==> config.mk <==
export PLATFORM = sky130hd
export DESIGN_NAME = multiplier_top
export DESIGN_NICKNAME = d
export VERILOG_FILES = /design/src/rtl/multiplier_top.sv
export SDC_FILE = /design/constraint.sdc
export NUM_CORES = 1
export LEC_CHECK = 0
export BUFFER_PORTS_ARGS = -buffer_cell sky130_fd_sc_hd__buf_2
export CAP_MARGIN = 20
export CORE_MARGIN = 2
export CORE_UTILIZATION = 37
export DETAILED_ROUTE_END_ITERATION = 6
export SLEW_MARGIN = 10
export SYNTH_ARGS = -nofsm -noshare
export SYNTH_HDL_FRONTEND = slang
export SYNTH_SLANG_ARGS = --single-unit
==> constraint.sdc <==
create_clock -name clk -period 2.12 [get_ports clk]
set_input_delay 0.424 -clock clk [delete_from_list [all_inputs] [get_ports clk]]
set_output_delay 0.424 -clock clk [all_outputs]
set_load 0.02 [all_outputs]
==> src/rtl/multiplier_top.sv <==
// Sequential unsigned shift-add multiply-accumulate: product = multiplicand * multiplier + addend.
// Uses the same start/done handshake as the divider, so it can rebuild a dividend from a quotient.
module multiplier_top #(
    parameter int WIDTH = 8
) (
    input  logic               clk,
    input  logic               reset,
    input  logic               start,
    input  logic [WIDTH-1:0]   multiplicand,
    input  logic [WIDTH-1:0]   multiplier,
    input  logic [WIDTH-1:0]   addend,
    output logic [2*WIDTH-1:0] product,
    output logic               busy,
    output logic               multiplier_done
);

    localparam int CW = $clog2(WIDTH + 1);

    typedef enum logic [1:0] {IDLE, LOAD, RUN, DONE} state_t;

    state_t         state;
    logic [WIDTH:0] acc;
    logic [WIDTH-1:0] q_reg;
    logic [WIDTH-1:0] m_reg;
    logic [CW-1:0]  count;
    logic [WIDTH:0] sum;

    // One extra bit on the accumulator absorbs the carry of A + M.
    always_comb begin
        sum = acc + (q_reg[0] ? {1'b0, m_reg} : '0);
    end

    always_ff @(posedge clk) begin
        if (reset) begin
            state           <= IDLE;
            acc             <= '0;
            q_reg           <= '0;
            m_reg           <= '0;
            count           <= '0;
            product         <= '0;
            busy            <= 1'b0;
            multiplier_done <= 1'b0;
        end else begin
            multiplier_done <= 1'b0;
            case (state)
                IDLE: begin
                    if (start) begin
                        m_reg <= multiplicand;
                        q_reg <= multiplier;
                        acc   <= {1'b0, addend};
                        count <= '0;
                        busy  <= 1'b1;
                        state <= LOAD;
                    end
                end
                LOAD: begin
                    busy  <= 1'b1;
                    state <= RUN;
                end
                RUN: begin
                    {acc, q_reg} <= {sum, q_reg} >> 1;
                    count        <= count + 1'b1;
                    if (count == CW'(WIDTH - 1)) begin
                        busy  <= 1'b0;
                        state <= DONE;
                    end else begin
                        busy  <= 1'b1;
                    end
                end
                DONE: begin
                    product         <= {acc[WIDTH-1:0], q_reg};
                    multiplier_done <= 1'b1;
                    busy            <= 1'b0;
                    state           <= IDLE;
                end
                default: begin
                    busy  <= 1'b0;
                    state <= IDLE;
                end
            endcase
        end
    end

endmodule
* Word-level counts from Yosys, hierarchy flattened
Cells that the tools add are included.
** Storage, ports and cells
- Bits in latches :: 0
- Logic and storage cells :: 35
- ROM bits :: 0
- Output and inout port bits :: 18
- Memory bits (writable) :: 0
- Input bits :: 27
- Flip-flop bits (word level) :: 49
- Memories :: 0
** Cells by class
- Div/mod/pow operators :: 0
- $mul :: 0
- Equal/unequal tests :: 6
- Reduce and logical (&&, ||, !) cells :: 5
- Shift operators :: 0
- Muxes and demuxes :: 14
- Order comparisons :: 0
- Add/sub/neg operators :: 2
- Bitwise logic cells :: 0
** Operators with widths (number)
- $pmux 9 s2 :: 1
- $mux 8 :: 2
- $pmux 8 s2 :: 1
- $add 9x8->9 :: 1
- $mux 9 :: 1
- $pmux 2 s4 :: 1
- $pmux 4 s2 :: 1
- $reduce_and 2->1 :: 3
- $add 4x1->4 const B :: 1
- $eq 2x2->1 const B :: 2
- $eq 4x3->1 const B :: 1
- $mux 2 :: 2
- $mux 4 :: 1
- $ne 2x2->1 const B :: 2
- $pmux 1 s4 :: 1
- $mux 1 :: 3
- $eq 2x1->1 const B :: 1
- $logic_not 2->1 :: 1
- $reduce_bool 2->1 :: 1

* Longest topological paths before layout
Gate-level depths: netlist of the first run.
- Depth after elaboration :: 3
- Depth in mapped cells :: 9
- Mapped depth without buffers :: 9

* Least setup slack after synthesis of the first run
No wires, ideal clock.
- Path kind :: reg2reg
- From :: reg q_reg[0]
- To :: reg acc[5]
- Stages on the path, launching flop included :: 10
- Path buffers :: 0
- Arrival :: 1.880 ns
- Data required time :: 2.000 ns
- Setup slack :: 0.120 ns
- Library setup time :: 0.120 ns
- Cells stage by stage :: dfxtp_1 -> and2_1 -> ha_1 -> inv_1 -> fa_1 -> nor2b_4 -> nor3_1 -> o21ai_1 -> mux2i_1 -> o31a_1
** On the way
- Cells in the longest elaborated chain, start to end :: 3
** RTL lines
- from (decl) :: RTL line 23 : logic [WIDTH-1:0] q_reg;
- from (signal assigned) :: RTL line 49 : q_reg <= multiplier;
- from (signal assigned) :: RTL line 61 : {acc, q_reg} <= {sum, q_reg} >> 1;
- $mux 8 :: RTL line 30 : sum = acc + (q_reg[0] ? {1'b0, m_reg} : '0);
- $add 9x8->9 :: RTL line 30
- $pmux 9 s2 :: RTL line 45 : case (state)
- to (signal assigned) :: RTL line 50 : acc <= {1'b0, addend};
- to (signal assigned) :: RTL line 61
- to (decl) :: RTL line 22 : logic [WIDTH:0] acc;
Every way passes these cells.
A chain may end at the register's enable or synchronous reset.

* Final worst setup path of the first run
- From :: reg q_reg[0]
- To :: reg acc[6]
Same word-level chain as after synthesis.

==> run summary, run 1 <==
Subtracting the final worst setup slack from the clock period gives 2.04 ns. The die is 83.2 microns wide. The count of pins on the block boundary is 45. For the pin with the worst max-slew slack, the measured transition is 0.448 ns. Overall die height: 83.2 microns. Setup repair after global routing left no endpoint under its margin. The slowest stage of the critical path is the sky130_fd_sc_hd__ha_1 cell. The synthesized area per cell works out to 8.96 sq um. TritonCTS built the clock tree. The synthesized design contains 48 register bits. The worst register-to-register path begins at q_reg[0]$_SDFFE_PP0P_. Yosys printed 0 warnings. The multiplexer area fraction after synthesis works out to 12.5%. The worst min-delay path class is input pin to register. Entering global routing, the biggest net connects 29 pins.

The tightest hold path in the finished design has a slack of 0.364 ns. The wire-length estimate of the detail-placed layout is 3.61 mm. Number of cell instances on the worst register-to-register path: 8. The endpoint identified for the worst register-to-register timing path is acc[6]$_SDFFE_PP0P_. For the count of max-cap constraint violations, the log shows 0. In this design, the stage delay of the slowest critical-path cell is 0.35 ns. In this run the standard cell core region covers 5990 sq um. The register with the most flip-flops in the layout has 16 of them. Global-route wire length before repair: 8.11 mm. At the end of routability-driven placement, the weighted congestion stood at 0.835. The die covers 6920 sq um.

Setup violations remaining at the end of the flow were counted as 0. Along the worst hold path, the cell count comes to 3. The kind of end point of the critical path was a register. The tools report the sequential-to-total area share from yosys stat as 41.4%. The run finished with clean final reports. The startpoint of the lowest-slack hold path is multiplicand[4].

Summing every instance area after synthesis gives 2320 sq um. The routed layout has 1882 vias. Dividing the detail-routed wire length by the instance count gives 12.9 microns. The post-synthesis share of cell area spent on and, or, nand and nor gates is 19.7%. Before antenna repair, the detailed router went through 4 iterations. The tools report the end point of the worst hold path as m_reg[4]$_SDFFE_PP0P_. The average via count per standard cell came out at 4.94.

For the number of antenna violations at the first check in global routing, the log shows 0. For the distinct cell type count after synthesis, the log shows 40. Master cell of the clock root buffer: sky130_fd_sc_hd__clkbuf_8. Site row count: 28.

product holds more flip-flops than any other register. By area, the combinational part of the netlist is dominated by simple AND/OR/NAND/NOR gates. The instance count of the mapped netlist was 259. At the worst endpoint, the arrival time is 2.24 ns.

No sink is reached through more buffers than the 2 on the longest clock path. Total cell area at the placement stage: 2660 sq um. The area overhead of the layout relative to synthesis was 19.6%; the net count of the mapped netlist was 299.

The setup slack of the most critical reg-to-reg path came out at 0.08 ns. The post-detailed-route DRC marker count is 0. The top fanout value on the critical path is 7. For the leakage power, the log shows 0.00118 uW. The synthesized netlist devotes 13.9% of its cell area to compound gates.

Static timing analysis puts the maximum clock frequency at 490 MHz. For this run, the total global-route usage over all layers was measured as 14.5%. Of the cells placed in the final design, the portion with a size suffix greater than 1 is 22.5%. The run gives 1687 as the via count of the first global-routing pass.

Hold repair after CTS inserted 0 buffers. The data required time at the worst endpoint is 2.32 ns, and the total congestion overflow after global routing is 0. The share of the cycle needed by the critical path after routing came out at 96.3%. Walking the worst path, the cells encountered are buf_4 > and2_1 > ha_1 > nand3_1 > o211ai_2 > o21ba_1 > or3_1 > a41o_1. The count of endpoints failing hold in the final timing report is 0. The initial cell density of the core came out at 38.7%. The clock sink count came out at 48. Buffer and inverter count on the worst path: 1. The run gives 0 as the number of nets still failing antenna checks after routing. Broken down by cell family, the worst path's largest delay share belongs to simple AND/OR/NAND/NOR gates. The tools report the number of nets in the layout as 345. The number of diodes added for antenna fixing was 0; the overall power consumption was 3420 uW. The tools report the final setup skew as 0.00607 ns. After Yosys synthesis, XOR and XNOR cells account for 1.13% of the synthesized area. The critical path in this run is classified as register to register. The total clock buffers created by CTS was 5. The tools report the nature of the critical path startpoint as a register. The logs give 0 for the number of setup buffers added after CTS and 0 for the max-slew violation count. The logs give 0 for the number of instances resized during post-cts repair and 0.000481 V for the worst vdd rail ir drop.

Clock-pin slew was measured on the worst setup and hold paths at 0.09 ns. At the later pin of the worst-skew pair, clock insertion delay measures 0.30 ns. For the core utilization of the finished layout, the log shows 46.3%.

The power density over cell area was 1230 nW/um^2. The tools report the detailed-route wire length as 4.90 mm. The H-tree was split into 2 levels. The tools report the sum of negative setup slack as 0 ns. Fraction of the mapped netlist area in adder cells: 7.34%. The count of input and output buffers is 44. The tools report the post-route cell area as 2780 sq um. For this block, the initial DRC count from the detailed router was 63. Measured against its own limit, the worst slew margin works out to 70.1%.
[synth_stat cells, drive strengths merged]
cell type,count,share of area [%]
o21ai,7,1.5
nor2,44,7.4
xor2,2,0.76
o21ba,1,0.43
nand2b,3,0.81
nand3,11,2.4
nor2b,5,1.7
clkbuf,5,0.81
o21a,2,0.65
a22oi,1,0.32
dfxtp,48,41
fa,1,0.86
xnor2,1,0.38
a32oi,1,0.38
buf,9,2.1
o211ai,2,0.86
a311oi,1,0.38
ha,12,6.5
or3,2,0.59
nand3b,3,0.97
inv,7,1.1
o21bai,1,0.32
mux2i,29,13
and2,7,1.9
a41o,1,0.43
nor3,4,0.86
nand2,17,2.8
a211oi,12,3.9
a21oi,16,3.8
o31a,1,0.38
nor3b,1,0.32
a31oi,2,0.54
[metrics by stage]
step / setup WS (ns) / std cells
detailed placement: 0.0488 / 373
global placement: 0.105 / 373
CTS: 0.0372 / 381
floorplan: 0.120 / 259
finish: 0.0786 / 381
global route: 0.00138 / 381
[cell type report]
class                           count  area, sq um
Clock inverter                      3         42.5
Tap cell                           75         93.8
Inverter                            7         26.3
Multi-Input combinational cell    190         1270
Clock buffer                        5         68.8
Fill cell                         598         3220
Timing Repair Buffer               53          313
Sequential cell                    48          961
[how the worst max path moves through the flow]
stage,endpoint,depth (start not counted),startpoint
2_1_floorplan,acc[5]$_SDFFE_PP0P_,9,q_reg[0]$_SDFFE_PP0P_
3_3_place_gp,acc[6]$_SDFFE_PP0P_,8,q_reg[0]$_SDFFE_PP0P_
3_5_place_dp,acc[6]$_SDFFE_PP0P_,8,q_reg[0]$_SDFFE_PP0P_
4_1_cts,acc[6]$_SDFFE_PP0P_,8,q_reg[0]$_SDFFE_PP0P_
5_1_grt,acc[6]$_SDFFE_PP0P_,8,q_reg[0]$_SDFFE_PP0P_
6_report,acc[6]$_SDFFE_PP0P_,8,q_reg[0]$_SDFFE_PP0P_
[power breakdown]
group          switching (uW)  leakage [uW]  internal (uW)
registers                 172      0.000393           1130
logic                     834      0.000737            616
clock network             313     0.0000541            349
total                    1320       0.00118           2100
[tightest hold or removal path, stage by stage]
cell and delay [ns]:
sky130_fd_sc_hd__buf_2 0.09, sky130_fd_sc_hd__nand3_1 0.05, sky130_fd_sc_hd__a21oi_1 0.05
[cells by family (layout without fill, tap and decap cells)]
logic type	after synthesis	count (layout)
simple gates	97	97
compound gates	48	48
buf+inv	21	68
mux	29	29
xor+xnor	3	3
flops	48	48
fa+ha+maj	13	13
[cell usage in the layout, fill, tap and decap left out, drive strengths merged, types with 5 or more instances in the layout]
cell    instances
a21oi          16
mux2i          29
a211oi         12
nand3          11
nor2b           5
nand2          17
and2            7
buf            53
clkbuf          5
dfxtp          48
nor2           44
ha             12
o21ai           7
inv             7
[routing by layer]
metal | track usage (%) | routed length (microns) | vias up
li1 | - | - | 987
met1 | 19.2 | 2370 | 850
met2 | 23.1 | 2260 | 38
met3 | 3.28 | 210 | 7
met4 | 5.07 | 68 | 0
met5 | 0 | 0 | -
Note: power is estimated with default switching activity, not from simulation.
==> run 2: changes to the inputs <==
--- a/config.mk
+++ b/config.mk
@@ -8,8 +8,10 @@
 export BUFFER_PORTS_ARGS = -buffer_cell sky130_fd_sc_hd__buf_2
 export CAP_MARGIN = 20
 export CORE_MARGIN = 2
-export CORE_UTILIZATION = 37
+export CORE_UTILIZATION = 49
 export DETAILED_ROUTE_END_ITERATION = 6
+export MAX_ROUTING_LAYER = met4
+export PLACE_DENSITY_LB_ADDON = 0.1
 export SLEW_MARGIN = 10
 export SYNTH_ARGS = -nofsm -noshare
 export SYNTH_HDL_FRONTEND = slang
==> run 2 against run 1 <==
Net effect: clock skew is 0.0016 ns lower; global-route usage is 5.5 points higher; clock power is 14% higher; critical path type unchanged.
==> run summary, run 2 (synthesized netlist as in run 1, its figures left out) <==
The flow ran to the end, and the final reports show no timing, DRC or antenna violations. Largest stage delay on the critical path: 0.34 ns. The later-pin clock latency in the skew report was 0.30 ns. The logs give 20.0% for the total routing resource utilization after global routing and 1900 for the total number of vias. For the setup slack of the most critical reg-to-reg path, the log shows 0.06 ns.

The worst min-delay path class is input pin to register. STA classifies the critical path endpoint as a register. For the pin with the worst max-slew slack, the measured transition is 0.547 ns. The final layout contains routed wiring with a total length of 4.70 mm. CTS saw 48 sinks. The per-cell routed wire length was 13.1 microns; the hold buffer count at cts was 0. The average via count per standard cell was 5.28; the fmax was 485 MHz.

The run gives 0.00120 uW as the leakage power. For the worst setup path, the data required time is 2.32 ns. The tools report the master cell of the clock root buffer as sky130_fd_sc_hd__clkbuf_8.

The count of max-cap constraint violations came out at 0. The tools report the nature of the critical path startpoint as a register. The repair_antennas step left the layout with diodes totalling 0. Port buffering added 44 buffers. The overall power consumption is 3550 uW.

Remaining max-slew budget at the tightest pin: 63.3%. The width of the die is 72.8 microns, and the number of optimization iterations in the first detailed-route pass is 4. The initialized floorplan defines 25 standard-cell rows.

Compared with the post-synthesis result, the final layout area differs by 19.3%. In this run the standard cell core region covers 4630 sq um. The final layout contains 346 nets. In the routed design, unresolved DRC markers number 0. For the filler cell count, the log shows 423.

Slowest library cell on the worst path: sky130_fd_sc_hd__ha_1. Setup repair after global routing left no endpoint under its margin. The first global-routing pass estimated 8.01 mm of wire.

The run gives 0 ns as the sum of negative setup slack. H-tree depth reported by CTS: 2. In this run, CTS created clock tree buffers numbering 5.

On the final layout, the worst clock skew is 0.00451 ns. For the area enclosed by the die boundary, the log shows 5300 sq um. Entering global routing, the biggest net connects 30 pins. TritonCTS built the clock tree.

The detailed router finished its first iteration with 89 violations. Of all nets on the critical path, the largest fanout is 7. For the worst vdd rail ir drop, the log shows 0.000835 V. The total congestion overflow after global routing is 0.

Clock slew seen by the registers of the worst setup and hold paths: 0.08 ns. The initial cell density of the core came out at 50.1%. Once the clock tree was built, the setup fixing pass inserted 0 buffers. The max-slew violation count is 0, and the core utilization of the finished layout is 59.8%.

The final number of setup-violating endpoints was 0. The tools report the via count of the first global-routing pass as 1740. Summed over all nets, the half-perimeter wirelength after detailed placement is 3.44 mm. The number of antenna violations at the first check in global routing came out at 0.

The smallest clock period supported by the final layout is computed as 2.06 ns. Power spread over the standard cell area amounts to 1280 nW/um^2. The overall die height was 72.8 microns; the flip-flop count of the largest register, all copies and words added was 16. Leaving out fill and tap cells, the most frequent cells in the layout are sky130_fd_sc_hd__dfxtp_1, sky130_fd_sc_hd__buf_2, sky130_fd_sc_hd__nor2_1, sky130_fd_sc_hd__mux2i_1, sky130_fd_sc_hd__nand2_1. Traced cell by cell, the critical path runs through buf_4 > and2_1 > ha_1 > nand3_1 > o211ai_2 > o21ba_1 > or3_1 > a41o_1. More flip-flops sit in one register than any other, and that register is product. The library cell used most frequently in the layout, excluding fill and tap cells, is sky130_fd_sc_hd__dfxtp_1.

At the end of routability-driven placement, the weighted congestion stood at 0.818. The type of the worst setup path was register to register. The count of endpoints failing hold in the final timing report came out at 0. The share of final-layout standard cells stronger than drive strength 1 came out at 22.9%.

In this run the remaining antenna-violating nets after routing total 0. Data arrives at the worst endpoint at 2.26 ns. Maximum count of clock buffers along a single path: 2. Of the available clock period, the critical path in the final layout requires 97.2%. In this run the count of I/O pins placed on the die edge is 45.
[run 2: changes by cell type in the layout (fill, tap and decap cells not counted), sizes merged]
cell	delta
clkinvlp	-1
buf	+1
clkinv	-1
bufinv	+1
[run 2: per-layer routing]
metal	track usage, %	vias to the layer above	share of wire [%]
met5	-	-	0
met4	6.79	0	0.98
met3	4.56	5	3.4
met2	30.2	38	46
met1	26.4	862	50
li1	-	995	-
[run 2: power breakdown]
part	internal (uW)	switching, uW	total (uW)	leakage (uW)
Sequential	1130	168	1300	0.000393
Clock	464	293	757	0.0000642
Combinational	638	849	1490	0.000739
Total	2240	1310	3550	0.00120
[run 2: what timing repair did]
| item | CTS | global route |
|---|---|---|
| endpoints found under the setup margin | 0 | 3 |
| resized for setup | 0 | 3 |
| hold endpoints to repair | 0 | 0 |
[run 2: area by class of cell]
cell class	instances	area, sq um	share of cell area (%)
flip-flops and latches	48	961	34.7
clock inverters	2	60.1	2.17
clock buffers	5	68.8	2.49
repair buffers	54	308	11.1
inverters	7	26.3	0.949
well taps	54	67.6	2.44
multi-input cells	190	1280	46.1
[run 2: critical path, delay by kind of cell, from the launching register on]
family                     cells  cell delay, ns
DFF                            1            0.33
AOI/OAI and AO/OA              3            0.55
and+or+nand+nor                3            0.59
buffers and inverters          1            0.15
adders and majority gates      1            0.34
[run 2: per-stage QoR]
step | hold WS [ns] | area (sq um) | instances | setup WS (ns)
after floorplan | 0.432 | 2320 | 259 | 0.120
after global placement | 0.439 | 2630 | 353 | 0.115
after detailed placement | 0.447 | 2630 | 353 | 0.0402
after CTS | 0.365 | 2760 | 360 | 0.0251
after global routing | 0.380 | 2770 | 360 | 0.00282
final | 0.367 | 2770 | 360 | 0.0589
[run 2: worst paths after layout]
check	start	to	cells after the start
setup / recovery	q_reg[0]$_SDFFE_PP0P_	acc[6]$_SDFFE_PP0P_	8
setup reg to reg	q_reg[0]$_SDFFE_PP0P_	acc[6]$_SDFFE_PP0P_	8
hold / removal	multiplicand[6]	m_reg[6]$_SDFFE_PP0P_	3
hold reg to reg	m_reg[0]$_SDFFE_PP0P_	m_reg[0]$_SDFFE_PP0P_	2
